<file path="config.mk">
export PLATFORM = sky130hd
export DESIGN_NAME = parking_lot_ctrl
export DESIGN_NICKNAME = d
export VERILOG_FILES = /design/src/rtl/parking_lot_ctrl.sv
export SDC_FILE = /design/constraint.sdc
export NUM_CORES = 1
export LEC_CHECK = 0
export ABC_AREA = 1
export BUFFER_PORTS_ARGS = -buffer_cell sky130_fd_sc_hd__buf_4
export CAP_MARGIN = 20
export CORE_MARGIN = 5
export CORE_UTILIZATION = 40
export DETAILED_ROUTE_END_ITERATION = 6
export MAX_ROUTING_LAYER = met4
export SETUP_SLACK_MARGIN = 0.3
export SLEW_MARGIN = 20
export SYNTH_ARGS = -nofsm -noshare
export SYNTH_HDL_FRONTEND = slang
export SYNTH_SLANG_ARGS = --single-unit
</file>
<file path="constraint.sdc">
create_clock -name clk -period 1.52 [get_ports clk]
set_input_delay 0.152 -clock clk [delete_from_list [all_inputs] [get_ports clk]]
set_output_delay 0.152 -clock clk [all_outputs]
set_load 0.05 [all_outputs]
</file>
<file path="src/rtl/parking_lot_ctrl.sv">
// parking_lot_ctrl
//   Direction-detect controller for a two-beam lot gate. Decodes the outer
//   sensor A and inner sensor B into complete entry/exit events and pulses the
//   occupancy counter, gating on full/empty read back from that counter.
//
// Ports
//   clk      in   system clock, rising edge
//   reset    in   asynchronous, active-high
//   sens_a   in   outer beam, raw/asynchronous, 1 = blocked
//   sens_b   in   inner beam, raw/asynchronous, 1 = blocked
//   count    in   [4:0] current occupancy
//   incr     out  one-cycle pulse, entry accepted
//   decr     out  one-cycle pulse, exit accepted
//   full     out  combinational, count >= CAPACITY
//   empty    out  combinational, count == 0
//   blocked  out  one-cycle pulse, entry completed while full
//   fault    out  one-cycle pulse, illegal sequence / underflow exit / timeout
//
// Optional feature: define PARKING_LOT_CTRL_TIMEOUT_EN to abandon any
// in-progress event that stalls for TIMEOUT_CYCLES cycles.
//
// state      | meaning
// IDLE       | no car in the gate, both beams clear
// EN_A       | entering, outer beam only
// EN_AB      | entering, both beams
// EN_B       | entering, inner beam only
// EX_B       | leaving, inner beam only
// EX_AB      | leaving, both beams
// EX_A       | leaving, outer beam only
// WAIT_CLEAR | ignore everything until both beams clear
module parking_lot_ctrl #(
  parameter int CAPACITY       = 16,
  parameter int TIMEOUT_CYCLES = 1000
) (
  input  logic       clk,
  input  logic       reset,
  input  logic       sens_a,
  input  logic       sens_b,
  input  logic [4:0] count,
  output logic       incr,
  output logic       decr,
  output logic       full,
  output logic       empty,
  output logic       blocked,
  output logic       fault
);

  if (CAPACITY < 1 || CAPACITY > 16) begin : g_bad_capacity
    $error("parking_lot_ctrl: CAPACITY must be 1..16");
  end
  if (TIMEOUT_CYCLES < 1) begin : g_bad_timeout
    $error("parking_lot_ctrl: TIMEOUT_CYCLES must be >= 1");
  end

  localparam logic [4:0] CAP5 = 5'(CAPACITY);

  typedef enum logic [2:0] {
    IDLE, EN_A, EN_AB, EN_B, EX_B, EX_AB, EX_A, WAIT_CLEAR
  } state_t;

  state_t     state_q, state_d;
  logic [1:0] a_sync_q, a_sync_d;
  logic [1:0] b_sync_q, b_sync_d;
  logic [1:0] prime_q, prime_d;
  logic       incr_q, incr_d;
  logic       decr_q, decr_d;
  logic       blocked_q, blocked_d;
  logic       fault_q, fault_d;
  logic [1:0] ab;

`ifdef PARKING_LOT_CTRL_TIMEOUT_EN
  localparam int TW = $clog2(TIMEOUT_CYCLES + 1);
  logic [TW-1:0] timer_q, timer_d;
  logic          in_prog;
`endif

  assign full  = (count >= CAP5);
  assign empty = (count == 5'd0);

  assign incr    = incr_q;
  assign decr    = decr_q;
  assign blocked = blocked_q;
  assign fault   = fault_q;

  always_ff @(posedge clk or posedge reset) begin
    if (reset) begin
      state_q   <= WAIT_CLEAR;
      a_sync_q  <= 2'b00;
      b_sync_q  <= 2'b00;
      prime_q   <= 2'b00;
      incr_q    <= 1'b0;
      decr_q    <= 1'b0;
      blocked_q <= 1'b0;
      fault_q   <= 1'b0;
`ifdef PARKING_LOT_CTRL_TIMEOUT_EN
      timer_q   <= '0;
`endif
    end else begin
      state_q   <= state_d;
      a_sync_q  <= a_sync_d;
      b_sync_q  <= b_sync_d;
      prime_q   <= prime_d;
      incr_q    <= incr_d;
      decr_q    <= decr_d;
      blocked_q <= blocked_d;
      fault_q   <= fault_d;
`ifdef PARKING_LOT_CTRL_TIMEOUT_EN
      timer_q   <= timer_d;
`endif
    end
  end

  always_comb begin
    a_sync_d  = {a_sync_q[0], sens_a};
    b_sync_d  = {b_sync_q[0], sens_b};
    // The sync flops hold 00 straight out of reset, which is not a real
    // observation; prime_q marks when the second stage carries a real sample
    // so a car straddling the beams at release cannot look like a clear gate.
    prime_d   = {prime_q[0], 1'b1};
    ab        = {a_sync_q[1], b_sync_q[1]};
    state_d   = state_q;
    incr_d    = 1'b0;
    decr_d    = 1'b0;
    blocked_d = 1'b0;
    fault_d   = 1'b0;

    if (prime_q[1]) begin
      unique case (state_q)
        IDLE: begin
          if (ab == 2'b10) state_d = EN_A;
          else if (ab == 2'b01) state_d = EX_B;
          else if (ab == 2'b11) begin state_d = WAIT_CLEAR; fault_d = 1'b1; end
        end
        EN_A: begin
          if (ab == 2'b11) state_d = EN_AB;
          else if (ab == 2'b00) state_d = IDLE;
          else if (ab == 2'b01) begin state_d = WAIT_CLEAR; fault_d = 1'b1; end
        end
        EN_AB: begin
          if (ab == 2'b01) state_d = EN_B;
          else if (ab == 2'b10) state_d = EN_A;
          else if (ab == 2'b00) begin state_d = WAIT_CLEAR; fault_d = 1'b1; end
        end
        EN_B: begin
          if (ab == 2'b00) begin
            state_d = IDLE;
            if (full) blocked_d = 1'b1;
            else      incr_d    = 1'b1;
          end
          else if (ab == 2'b11) state_d = EN_AB;
          else if (ab == 2'b10) begin state_d = WAIT_CLEAR; fault_d = 1'b1; end
        end
        EX_B: begin
          if (ab == 2'b11) state_d = EX_AB;
          else if (ab == 2'b00) state_d = IDLE;
          else if (ab == 2'b10) begin state_d = WAIT_CLEAR; fault_d = 1'b1; end
        end
        EX_AB: begin
          if (ab == 2'b10) state_d = EX_A;
          else if (ab == 2'b01) state_d = EX_B;
          else if (ab == 2'b00) begin state_d = WAIT_CLEAR; fault_d = 1'b1; end
        end
        EX_A: begin
          if (ab == 2'b00) begin
            state_d = IDLE;
            if (empty) fault_d = 1'b1;
            else       decr_d  = 1'b1;
          end
          else if (ab == 2'b11) state_d = EX_AB;
          else if (ab == 2'b01) begin state_d = WAIT_CLEAR; fault_d = 1'b1; end
        end
        WAIT_CLEAR: begin
          if (ab == 2'b00) state_d = IDLE;
        end
        default: state_d = WAIT_CLEAR;
      endcase
    end

`ifdef PARKING_LOT_CTRL_TIMEOUT_EN
    in_prog = (state_q != IDLE) && (state_q != WAIT_CLEAR);
    timer_d = '0;
    if (in_prog && (state_d == state_q)) begin
      if (timer_q == TW'(TIMEOUT_CYCLES)) begin
        state_d = WAIT_CLEAR;
        fault_d = 1'b1;
      end else begin
        timer_d = timer_q + TW'(1);
      end
    end
`endif
  end

endmodule

</file>
==> results <==
- The clock passes through at most 2 buffers.
- The instance count of the mapped netlist is 153.
- The total track usage is 0.172.
- The die footprint is 0.00361 mm².
- The accumulated negative setup slack is 0 ns.
- The number of placement rows is 18.
- Dividing total power by cell area gives a power density of 1330 mW/mm².
- The number of nets in the final layout is 199.
- Yosys printed 0 warnings.
- Summed over all layers, the global routing overflow is 0.
- In this run the most used layer during global routing was met2.
- The chip height is 60.1 µm.
- The internal portion of the total power is 952 µW.
- The sort of element at the start of the critical path is a register.
- The clock tree from TritonCTS is built.
- The number of synthesized register bits is 13.
- The highest clock frequency the design can meet is 0.730 GHz.
- Of the total power, registers draw 0.291.
- In this run the standard cell core region covers 0.00243 mm².
- The number of cells in the finished layout apart from fillers is 212.
- Traced cell by cell, the critical path runs through inv_4, nand2_2, nand2_1, a21oi_1, nand3_1, nand2_1, inv_1.
- The effective utilization at floorplan is 0.413.
- The period utilization is 0.901.
- The later pin in the worst-skew pair is clocked with a latency of 0.27 ns.
- The fraction of final layout cells sized beyond drive strength 1 is 0.385.
- Once placement completed, the tool counted placed cells totaling 198.
- The post-synthesis average cell area is 6.57 µm².
- For the worst flop-to-flop path, the logic depth is 7.
- The count of fill cells added during filler insertion is 225.
- Using the TritonRoute via totals, the vias-per-cell ratio works out to 5.03.
- The first detailed-routing pass took 4 iterations.
- Of the synthesized area, sequential elements account for 0.328.
- The flow ran to the end, and the final reports show no timing, DRC or antenna violations.
- The logic gate share of total power is 0.596.
- The worst hold-check path type is in -> reg.
- The analysis attributes to net switching a power of 883 µW.
- The maximum net fanout on the critical path is 9.
- Along the worst hold path, the cell count comes to 2.
- When the netlist entered floorplanning its net count stood at 169.
- The total number of clock tree sinks is 13.
- The largest net degree at the start of global routing is 14.
- The worst register-to-register path has a setup slack of 0.15 ns.
- Across the run, the number of max-cap violations was 0.
- The first-iteration detailed-routing DRC count is 37.
- The clock network power share is 0.112.
- The final weighted congestion of routability-driven global placement is 0.961.
- For met2 alone, demand over resource in global routing was 0.275.
- Setup repair after global routing could not meet its margin everywhere.
- The data arrival time of the critical path is 1.54 ns.
- Dividing the detail-routed wire length by the instance count gives 12.7 µm.
- The worst setup path is captured at a register.
- The number of port buffers is 14.
- Across all layers, the routed design uses 1067 vias.
- The worst-case IR drop observed on VDD is 1.07 mV.
- The number of hold violations in the final report is 0.
- The layout overhead on the synthesized area is 37.1%.
- In this run the static leakage power is 0.000732 µW.
- The library cells used most frequently in the layout, excluding fill and tap cells, are 42 x nand2_1, 25 x buf_4, 22 x nor2_1.
- The number of global-route vias before repair came to 1044.
- STA puts the critical path data required time at 1.69 ns.
- The synthesized area is 0.00100 mm².
- For this run, the slowest stage of the critical path takes 0.61 ns.
- The met3 demand-to-capacity share in global routing is 0.0194.
- The critical path start-end classification is reg -> reg.
- The final HPWL from detailed placement is 2.02 mm.
- The final-report max-slew violation count came to 0.
- The clock-pin slew on the worst setup and hold paths is 0.08 ns.
- Counting stages on the worst path, the most repeated cell is nand2_1.
- Synthesis instantiated 24 different standard cells from the library.
- The root cell of the clock tree is clkbuf_4.
- The worst setup skew after layout is 0.000975 ns.
- In this run the count of I/O pins placed on the die edge is 15.
- The x dimension of the die is 60.1 µm.
- The initial antenna violation count is 0.
- The remaining antenna violation count is 0.
- The number of antenna diodes in the final layout is 0.
- For this block, the routed nets add up to 2.70 mm of wire.
- The most common cell after layout, fill and taps aside is nand2_1.
- The cell with the biggest individual delay on the critical path is dfstp_2.
- The global-route wire length before repair is 4.52 mm.
- The total clock buffers created by CTS is 3.
- For this run, global-route usage on met1 was measured as 0.202.
- The tightest hold path in the finished design has a slack of 0.0524 ns.
- The final setup violation count is 0.
- The maximum level of the CTS H-tree is 1.
- After detailed routing, the number of remaining DRC violations is 0.
- The net switching share of the total power is 0.481.
- Counting I/O delays and the setup requirement, the final critical path takes 1.37 ns.
power by group through the flow:
stage	registers (µW)	logic (µW)	clock network (µW)
3_3_place_gp	535	925	0
3_5_place_dp	536	906	0
5_1_grt	543	1210	237
4_1_cts	527	1040	216
6_report	534	1090	206
2_1_floorplan	511	725	0
critical path: cells and delay by family (launching register included):
| kind | cells | cell delay (ns) |
|---|---|---|
| compound gates | 1 | 0.14 |
| flops | 1 | 0.61 |
| buf+inv | 2 | 0.13 |
| simple gates | 4 | 0.40 |
kinds of logic (layout without fill, tap and decap cells):
| family | after synthesis | in the layout | synth area share |
|---|---|---|---|
| and+or+nand+nor | 99 | 99 | 0.431 |
| AOI/OAI and AO/OA | 6 | 6 | 0.0299 |
| buffers and inverters | 27 | 56 | 0.121 |
| adders and majority gates | 7 | 7 | 0.0872 |
| DFF | 13 | 13 | 0.328 |
| other | 1 | 1 | 0.00373 |
Yosys cell counts:
| library cell | number | area share |
|---|---|---|
| nand2_1 | 45 | 0.17 |
| nand3_2 | 1 | 0.010 |
| clkbuf_1 | 1 | 0.0037 |
| conb_1 | 1 | 0.0037 |
| buf_2 | 1 | 0.0050 |
| nor3_1 | 4 | 0.020 |
| o21ai_0 | 3 | 0.015 |
| nand2_2 | 1 | 0.0062 |
| a21oi_1 | 3 | 0.015 |
| inv_1 | 19 | 0.071 |
| nand4_1 | 1 | 0.0062 |
| dfrtp_1 | 10 | 0.25 |
| inv_4 | 1 | 0.0062 |
| nor2_2 | 1 | 0.0062 |
| ha_1 | 7 | 0.087 |
| nand3_1 | 21 | 0.10 |
| nor2_1 | 23 | 0.086 |
| buf_4 | 1 | 0.0075 |
| nand3_4 | 1 | 0.017 |
| inv_6 | 1 | 0.0087 |
| and2_1 | 1 | 0.0062 |
| dfstp_2 | 3 | 0.078 |
| inv_2 | 2 | 0.0075 |
| buf_6 | 1 | 0.011 |
timing repair:
action | 4_1_cts | 5_1_grt
pin swaps | 8 | 1
setup endpoints to repair | 5 | 7
gates resized for setup | 21 | 10
setup buffers | 7 | 0
hold endpoints to repair | 12 | 0
hold buffers | 3 | 0
routing by layer:
metal | wire length (µm) | share of wire
met1 | 1100 | 0.41
met2 | 1360 | 0.50
met3 | 149 | 0.055
met4 | 88 | 0.033
met5 | 0 | 0
per-stage QoR:
stage,area (µm²),util,total power [µW],setup WS [ns]
after CTS,1350,0.555,1780,0.163
final,1380,0.566,1830,0.150
after global placement,1180,0.486,1460,0.0240
after global routing,1380,0.566,1990,0.0616
after detailed placement,1180,0.486,1440,0.0744
after floorplan,1040,-,1240,0.246
path summary, 6_finish.rpt:
path,start,endpoint
min in group asynchronous,reset,blocked
max,state_q[2],fault
min,count[4],incr
max reg2reg,state_q[2],fault
max in group asynchronous,reset,b_sync_q[1]
min reg2reg,a_sync_q[0],a_sync_q[1]
layout make-up:
class                      instances  area (µm²)  area share
tap                               30        37.5      0.0272
multi-input combinational        113         642       0.466
sequential                        13         332       0.241
clock buffer                       4        26.3      0.0191
inverter                          23         111      0.0808
timing repair buffer              29         229       0.166
flip-flops by register name, indices dropped and copies added (netlist names):
| name | count |
|---|---|
| a_sync_q | 2 |
| prime_q | 2 |
| decr | 1 |
| b_sync_q | 2 |
| blocked | 1 |
| incr | 1 |
| state_q | 3 |
| fault | 1 |
(Power assumes the default switching activity.)
